===== src/rtl/hazard_scheduler_pkg.sv =====
// Shared pipeline types for the hazard scheduler: control encodings, forward
// selects, scoreboard entry layout and the producer ready-stage lookup.
package hazard_scheduler_pkg;

  localparam int SB_ID_WIDTH  = 5;
  localparam int SB_CNT_WIDTH = 32;

  typedef enum logic [1:0] {
    DECODE     = 2'd0,
    EXECUATION = 2'd1,
    MEMORY     = 2'd2,
    NONE       = 2'd3
  } register_data_required_stage_t;

  typedef enum logic [1:0] {
    ALU_RESULT    = 2'd0,
    DM_READ       = 2'd1,
    PC_ADD_8      = 2'd2,
    IMME_LSHIFTED = 2'd3
  } reg_write_from_t;

  typedef enum logic [1:0] {
    FWD_NONE = 2'd0,
    FWD_MEM  = 2'd1,
    FWD_WB   = 2'd2
  } forward_src_t;

  typedef struct packed {
    logic                   valid;
    logic [SB_ID_WIDTH-1:0] write_id;
    logic [1:0]             ready_stage;
  } scoreboard_entry_t;

  // Stage index (ID=0 .. WB=3) at which the producer's result first exists.
  function automatic logic [1:0] ready_stage_of(input reg_write_from_t wf);
    case (wf)
      ALU_RESULT: return 2'd1;
      DM_READ:    return 2'd2;
      default:    return 2'd0;
    endcase
  endfunction

endpackage


===== src/rtl/hazard_operand_check.sv =====
// One source operand against the EX/MEM/WB scoreboard: youngest matching
// producer decides between interlock and a forward path.
module hazard_operand_check
  import hazard_scheduler_pkg::*;
(
  input  logic                          i_id_valid,
  input  logic [SB_ID_WIDTH-1:0]        i_read_id,
  input  register_data_required_stage_t i_need,
  input  scoreboard_entry_t             i_ex,
  input  scoreboard_entry_t             i_mem,
  input  scoreboard_entry_t             i_wb,
  output logic                          o_hazard,
  output forward_src_t                  o_fwd_sel
);

  logic       w_check;
  logic       w_hit;
  logic [2:0] w_sum;
  logic [1:0] w_ready;

  // w_sum is the stage the producer occupies when the consumer needs the value.
  always_comb begin
    w_check = i_id_valid && (i_read_id != '0) && (i_need != NONE);
    w_hit   = 1'b0;
    w_sum   = 3'd0;
    w_ready = 2'd0;
    if (i_ex.valid && (i_ex.write_id == i_read_id)) begin
      w_hit   = 1'b1;
      w_sum   = 3'd1 + {1'b0, i_need};
      w_ready = i_ex.ready_stage;
    end else if (i_mem.valid && (i_mem.write_id == i_read_id)) begin
      w_hit   = 1'b1;
      w_sum   = 3'd2 + {1'b0, i_need};
      w_ready = i_mem.ready_stage;
    end else if (i_wb.valid && (i_wb.write_id == i_read_id)) begin
      w_hit   = 1'b1;
      w_sum   = 3'd3 + {1'b0, i_need};
      w_ready = i_wb.ready_stage;
    end else begin
      w_hit   = 1'b0;
    end

    o_hazard  = 1'b0;
    o_fwd_sel = FWD_NONE;
    if (w_check && w_hit) begin
      if (w_sum <= {1'b0, w_ready}) begin
        o_hazard = 1'b1;
      end else if (w_sum == 3'd2) begin
        o_fwd_sel = FWD_MEM;
      end else if (w_sum == 3'd3) begin
        o_fwd_sel = FWD_WB;
      end else begin
        o_fwd_sel = FWD_NONE;
      end
    end else begin
      o_hazard = 1'b0;
    end
  end

endmodule


===== src/rtl/hazard_scheduler.sv =====
// Interlock and forwarding scheduler for the 5-stage core: tracks in-flight
// GPR writes in EX/MEM/WB and stalls or forwards the ID instruction.
module hazard_scheduler
  import hazard_scheduler_pkg::*;
#(
  parameter int REG_ID_WIDTH = SB_ID_WIDTH,
  parameter int CNT_WIDTH    = SB_CNT_WIDTH
) (
  input  logic                          clock,
  input  logic                          reset,
  input  logic                          id_valid,
  input  logic [REG_ID_WIDTH-1:0]       id_read_id1,
  input  logic [REG_ID_WIDTH-1:0]       id_read_id2,
  input  register_data_required_stage_t id_required,
  input  logic                          id_write_en,
  input  logic [REG_ID_WIDTH-1:0]       id_write_id,
  input  reg_write_from_t               id_write_from,
  input  logic                          mem_busy,
  output logic                          stall_front,
  output logic                          bubble_ex,
  output logic                          freeze_all,
  output forward_src_t                  fwd_sel1,
  output forward_src_t                  fwd_sel2,
  output logic [CNT_WIDTH-1:0]          stall_count
);

  localparam logic [CNT_WIDTH-1:0] CNT_ONE = {{(CNT_WIDTH-1){1'b0}}, 1'b1};

  scoreboard_entry_t      r_sb_ex;
  scoreboard_entry_t      r_sb_mem;
  scoreboard_entry_t      r_sb_wb;
  scoreboard_entry_t      w_id_entry;
  logic                   w_haz1;
  logic                   w_haz2;
  logic                   w_hazard;
  logic [CNT_WIDTH-1:0]   r_stall_count;

  hazard_operand_check u_op1 (
    .i_id_valid (id_valid),
    .i_read_id  (id_read_id1),
    .i_need     (id_required),
    .i_ex       (r_sb_ex),
    .i_mem      (r_sb_mem),
    .i_wb       (r_sb_wb),
    .o_hazard   (w_haz1),
    .o_fwd_sel  (fwd_sel1)
  );

  hazard_operand_check u_op2 (
    .i_id_valid (id_valid),
    .i_read_id  (id_read_id2),
    .i_need     (id_required),
    .i_ex       (r_sb_ex),
    .i_mem      (r_sb_mem),
    .i_wb       (r_sb_wb),
    .o_hazard   (w_haz2),
    .o_fwd_sel  (fwd_sel2)
  );

  // Writes to $0 never create a producer entry.
  always_comb begin
    w_id_entry.valid       = id_valid && id_write_en && (id_write_id != '0);
    w_id_entry.write_id    = id_write_id;
    w_id_entry.ready_stage = ready_stage_of(id_write_from);
  end

  assign w_hazard    = w_haz1 | w_haz2;
  assign stall_front = w_hazard & ~mem_busy;
  assign bubble_ex   = w_hazard & ~mem_busy;
  assign freeze_all  = mem_busy;
  assign stall_count = r_stall_count;

  // Scoreboard advance and stall counter; memory freeze outranks interlock.
  always_ff @(posedge clock) begin
    if (reset) begin
      r_sb_ex       <= '0;
      r_sb_mem      <= '0;
      r_sb_wb       <= '0;
      r_stall_count <= '0;
    end else if (mem_busy) begin
      r_sb_ex       <= r_sb_ex;
      r_sb_mem      <= r_sb_mem;
      r_sb_wb       <= r_sb_wb;
      r_stall_count <= r_stall_count;
    end else if (w_hazard) begin
      r_sb_wb       <= r_sb_mem;
      r_sb_mem      <= r_sb_ex;
      r_sb_ex       <= '0;
      r_stall_count <= (&r_stall_count) ? r_stall_count : r_stall_count + CNT_ONE;
    end else begin
      r_sb_wb       <= r_sb_mem;
      r_sb_mem      <= r_sb_ex;
      r_sb_ex       <= w_id_entry;
      r_stall_count <= r_stall_count;
    end
  end

endmodule


===== config.mk =====
export PLATFORM = sky130hd
export DESIGN_NAME = hazard_scheduler
export DESIGN_NICKNAME = d
export VERILOG_FILES = /design/src/rtl/hazard_scheduler_pkg.sv /design/src/rtl/hazard_operand_check.sv /design/src/rtl/hazard_scheduler.sv
export SDC_FILE = /design/constraint.sdc
export NUM_CORES = 1
export LEC_CHECK = 0
export CORE_MARGIN = 5
export CORE_UTILIZATION = 53
export DETAILED_ROUTE_END_ITERATION = 6
export GPL_ROUTABILITY_DRIVEN = 0
export MAX_ROUTING_LAYER = met4
export PLACE_DENSITY = 0.81
export RECOVER_POWER = 25
export SLEW_MARGIN = 30
export SYNTH_ARGS = -nofsm -noshare
export SYNTH_HDL_FRONTEND = slang
export SYNTH_HIERARCHICAL = 1
export SYNTH_SLANG_ARGS = --single-unit

===== constraint.sdc =====
create_clock -name clock -period 5.66 [get_ports clock]
set_input_delay 1.132 -clock clock [delete_from_list [all_inputs] [get_ports clock]]
set_output_delay 1.132 -clock clock [all_outputs]
set_load 0.05 [all_outputs]

Yosys cells after proc, flatten, opt, wreduce, memory -nomap -nowiden
Cells that the tools add are included.
{"block": "word_totals", "reg_bits": 56, "output_inout_bits": 39, "inputBits": 24}
{"block": "classes", "muxes": 32, "eq_ne": 12, "addsub": 4, "n_lt_le_gt_ge": 2, "n_reduce_logical": 20, "bitwise_logic": 4}
{"cell": "adder 32 x 1 -> 32 bit (second input constant)", "n": 1}
{"cell": "AND reduction 32 bit", "n": 1}
{"cell": "== test 5 bit", "n": 6}
{"cell": "two-way mux 2 bit", "n": 14}
{"cell": "two-way mux 3 bit", "n": 6}
{"cell": "nonzero test 5 bit", "n": 3}
{"cell": "logical AND 1 bit", "n": 14}
{"cell": "== test 3 x 2 -> 1 bit (second input constant)", "n": 4}
{"cell": "two-way mux 1 bit", "n": 10}
{"cell": "two-way mux 8 bit", "n": 1}
{"cell": "adder 2 x 2 -> 3 bit (first input constant)", "n": 2}
{"cell": "<= comparator 3 x 2 -> 1 bit", "n": 2}
{"cell": "one-hot mux 2 bit (2 select lines)", "n": 1}
{"cell": "adder 1 x 2 -> 3 bit (first input constant)", "n": 1}
{"cell": "AND reduction 3 bit", "n": 1}
{"cell": "== test 2 x 1 -> 1 bit (second input constant)", "n": 1}
{"cell": "zero test 2 bit", "n": 1}
{"cell": "inequality test 2 bit (second input constant)", "n": 1}
{"cell": "NOT 1 bit", "n": 2}
{"cell": "AND 1 bit", "n": 1}
{"cell": "OR 1 bit", "n": 1}

Depth between registers and ports, before layout
{"block": "depth", "ltp_word": 10, "depth_mapped": 18, "mapped_depth_nobuf": 17}

Cells and area by module
The synthesis kept the hierarchy.
{"mod": "hazard_scheduler", "instances": 1, "cells_per_inst": 285, "area_each_um2": 2563.7, "seq_area_each_um2": 1121.1}
{"mod": "hazard_operand_check", "instances": 2, "cells_per_inst": 60, "area_each_um2": 470.5, "seq_area_each_um2": 0.0}

Worst setup path before layout
OpenSTA, ideal clock, no wires.
{"block": "synth_path", "kind": "input-to-output", "startpoint": "input port id_read_id1[2]", "endpoint": "output port fwd_sel1[1]", "slack_ns": 0.501, "arrival_time_ns": 4.027, "stages": 12, "t_required_ns": 4.528, "path_cell_list": "xor2_1 nor4_1 and3_1 buf_6 nor2_1 a211oi_2 inv_1 ha_1 a21oi_1 a211oi_1 o31ai_2 nor3_1"}
{"block": "synth_via", "elab_chain_len": 10, "elab_cells_between_ends": 26, "classes_between": "order compare (1); eq/ne (5); mux (13); reduce/logical (7)"}
{"item": "from (decl)", "line_no": "hazard_scheduler.sv:12", "rtl": "input logic [REG_ID_WIDTH-1:0] id_read_id1,"}
{"item": "== test 5 bit", "line_no": "hazard_operand_check.sv:35", "rtl": "end else if (i_wb.valid && (i_wb.write_id == i_read_id)) begin"}
{"item": "logical AND 1 bit", "line_no": "hazard_operand_check.sv:35"}
{"item": "two-way mux 3 bit", "line_no": "hazard_operand_check.sv:35"}
{"item": "two-way mux 3 bit", "line_no": "hazard_operand_check.sv:31", "rtl": "end else if (i_mem.valid && (i_mem.write_id == i_read_id)) begin"}
{"item": "two-way mux 3 bit", "line_no": "hazard_operand_check.sv:27", "rtl": "if (i_ex.valid && (i_ex.write_id == i_read_id)) begin"}
{"item": "== test 3 x 2 -> 1 bit", "line_no": "hazard_operand_check.sv:50", "rtl": "end else if (w_sum == 3'd3) begin"}
{"item": "two-way mux 2 bit", "line_no": "hazard_operand_check.sv:50"}
{"item": "two-way mux 2 bit", "line_no": "hazard_operand_check.sv:48", "rtl": "end else if (w_sum == 3'd2) begin"}
{"item": "two-way mux 2 bit", "line_no": "hazard_operand_check.sv:46", "rtl": "if (w_sum <= {1'b0, w_ready}) begin"}
{"item": "two-way mux 2 bit (*)", "line_no": "hazard_operand_check.sv:45", "rtl": "if (w_check && w_hit) begin"}
{"item": "to (decl)", "line_no": "hazard_scheduler.sv:22", "rtl": "output forward_src_t fwd_sel1,"}
Mark *: on every way between the ends. The rest lies on a longest branch, timed or not.

Worst setup path after layout
Same ends and word-level chain as after synthesis.

==> qor.yml <==
worst_setup_path:
  cp_max_fo: 4
  required_ns: 4.53
  crit_type: "primary input to output port"
  critPathLaunchType: "primary input"
  reg2regPathDepth: 16
  cp.arrival_ns: 4.45
  crit_path_end_kind: "output port"
finish:
  n_antenna_cell: 0
  drive_above_1_share: 0.108
  nNetsFinal: 493
  n_fill_cell: 527
  syn_to_final_growth_pct: 22.3
global_route:
  antenna_found_initial: 0
  grt.total_usage: 0.211
  overflow: 0
  grt_first_pass_wirelength_mm: 14.6
  grt_max_degree: 59
  grt_pass1_vias: 3100
power:
  irDropWorstVdd_mv: 0.122
  p_leak_uw: 0.00159
  p_per_area_nw_per_um2: 168
synth:
  synth_top_area_cell: "dfxtp_1"
  synth_top_cell_area_share: 0.320
  synthesis.area_um2: 3500
  synth_commonest_cells: "dfxtp_1, nor2_1, a21oi_1, mux2i_1, inv_1"
  ys_seq_elements: 56
  synth_cells: 405
  yosysMostFrequentCell: "dfxtp_1"
  avgSynthCellArea_um2: 8.65
  yosys-top-cells-area: "dfxtp_1, mux2i_1, xor2_1"
  syn_nets: 438
  synth_edf_count: 0
  ys_seq_area_frac: 0.320
  synth-async-reset-ratio: 0
  synth_cell_types: 55
  synth-warning-count: 6
  ys.flop_type: "dfxtp_1"
routing:
  routedWlPerCell_um: 15.9
  ant_nets: 0
  met3RoutedLength_um: 466
  viasPerCell: 5.94
  vias: 3197
  maxUsedRoutingLayer: "met4"
  first_pass_iters: 4
  routed_wirelength_mm: 8.54
  wl_met2_mm: 4.06
  wl_met1_mm: 3.93
  drc: 0
  first_iter_violations: 160
floorplanning:
  die_y_um: 91.3
  row_count: 29
  io_pins: 63
  core_um2: 6390
  die_x_um: 91.3
  start_util: 0.549
  dieArea_um2: 8340
cts:
  clk_path_buf_depth: 2
  cts.hold.buffers_added: 0
  htreeDepth: 2
  cts.sinks: 56
  clk_latency_ns: 0.31
  cts_buffers: 5
  cts.reportedPaths.clkPinSlew_ns: 0.10
  cts_tree: "built"
  cts-root-buf: "clkbuf_8"
sta:
  worst_pin_slew_ns: 1.74
  fmax_ghz: 0.179
  setup_tns_ns: 0
  period_minus_slack_ns: 5.58
  drv_slew: 28
  hold_violations: 0
  holdWs_ns: 0.518
  max_slew_margin: -0.157
  rsz0062_at_grt: "false"
  final.period_utilization: 0.986
  setup_viol_count_final: 0
  skew_ns: 0.0107
place:
  hpwl_mm: 6.35
  io_buffers: 62
hold_path:
  hp-class: "flip-flop to flip-flop"
  whs_path_depth: 2
run_status:
  outcome: "finished with violations"
  violations: "capacitance limit, slew limit"
job:
  maxCapViolCount: 1
sequential cells by signal, summed over array words and instances, names as in the netlist:
name and count:
r_sb_ex 8, r_sb_wb 8, r_sb_mem 8, stall_count 32
critical path, cell delays in order:
cell and delay (ns):
clkdlybuf4s50_1 0.50, xor2_1 0.20, nor4_1 0.32, and3_1 0.29, nor3_1 0.09, a211oi_2 0.32
inv_1 0.10, ha_1 0.35, a21oi_1 0.11, a211oi_1 0.34, o31ai_2 0.14, nor3_1 0.35
buf_12 0.19
power by group:
group / internal [uW] / switching (uW) / total (uW)
Sequential: 399 / 7.42 / 407
Combinational: 38.9 / 42.7 / 81.6
Clock: 100 / 132 / 232
Total: 538 / 182 / 720
logic make-up (layout without fill, tap and decap cells):
kind of cell | after synthesis | count (layout) | share of synthesized area
buffers and inverters | 41 | 97 | 0.0614
multiplexers | 25 | 25 | 0.0725
XOR/XNOR | 33 | 33 | 0.0825
AO/OA/AOI/OAI | 76 | 76 | 0.156
adder cells (fa/ha/maj) | 9 | 9 | 0.0321
AND/OR/NAND/NOR | 165 | 165 | 0.276
flip-flops | 56 | 56 | 0.320
stage by stage:
step	instances	setup WS, ns	power, uW	area, um^2	utilization
4_1_cts	538	0.109	726	4280	0.670
6_report	538	0.0806	720	4290	0.671
5_1_grt	538	0.00408	753	4290	0.671
2_1_floorplan	405	0.501	462	3500	-
3_5_place_dp	530	0.125	496	4180	0.655
3_3_place_gp	530	0.177	494	4180	0.655
path summary, 6_finish.rpt:
check,from,end,slack [ns]
hold reg to reg,stall_count[31]$_SDFFE_PP0P_,stall_count[31]$_SDFFE_PP0P_,0.52
hold / removal,stall_count[31]$_SDFFE_PP0P_,stall_count[31]$_SDFFE_PP0P_,0.52
setup / recovery,id_read_id1[2],fwd_sel1[1],0.08
setup reg to reg,r_sb_ex[4]$_SDFFE_PP0N_,stall_count[28]$_SDFFE_PP0P_,1.53
cell type report:
cell class | instances | area, um^2 | share of cell area
Clock buffer | 6 | 82.6 | 0.0193
Tap cell | 77 | 96.3 | 0.0225
Sequential cell | 56 | 1120 | 0.262
Clock inverter | 2 | 13.8 | 0.00321
Multi-Input combinational cell | 308 | 2180 | 0.508
Timing Repair Buffer | 67 | 712 | 0.166
Inverter | 22 | 82.6 | 0.0193
repair_timing:
item,in CTS,in global routing
resized for setup,0,2
setup endpoints to repair,0,2
setup buffers,0,0
routing by layer:
metal / GRT usage / vias up
li1: - / 1575
met1: 0.282 / 1524
met2: 0.330 / 88
met3: 0.0479 / 10
met4: 0.0440 / 0
met5: - / -
cells in the final DEF, fill, tap and decap left out, types with 14 or more instances in the layout:
master	instances
or3_1	14
nand2_1	18
a21oi_1	22
o21ai_0	19
clkdlybuf4s50_1	47
inv_1	21
xnor2_1	14
mux2i_1	22
dfxtp_1	56
nor2_1	42
xor2_1	19
nand3_1	14
Note: power is estimated with default switching activity, not from simulation.
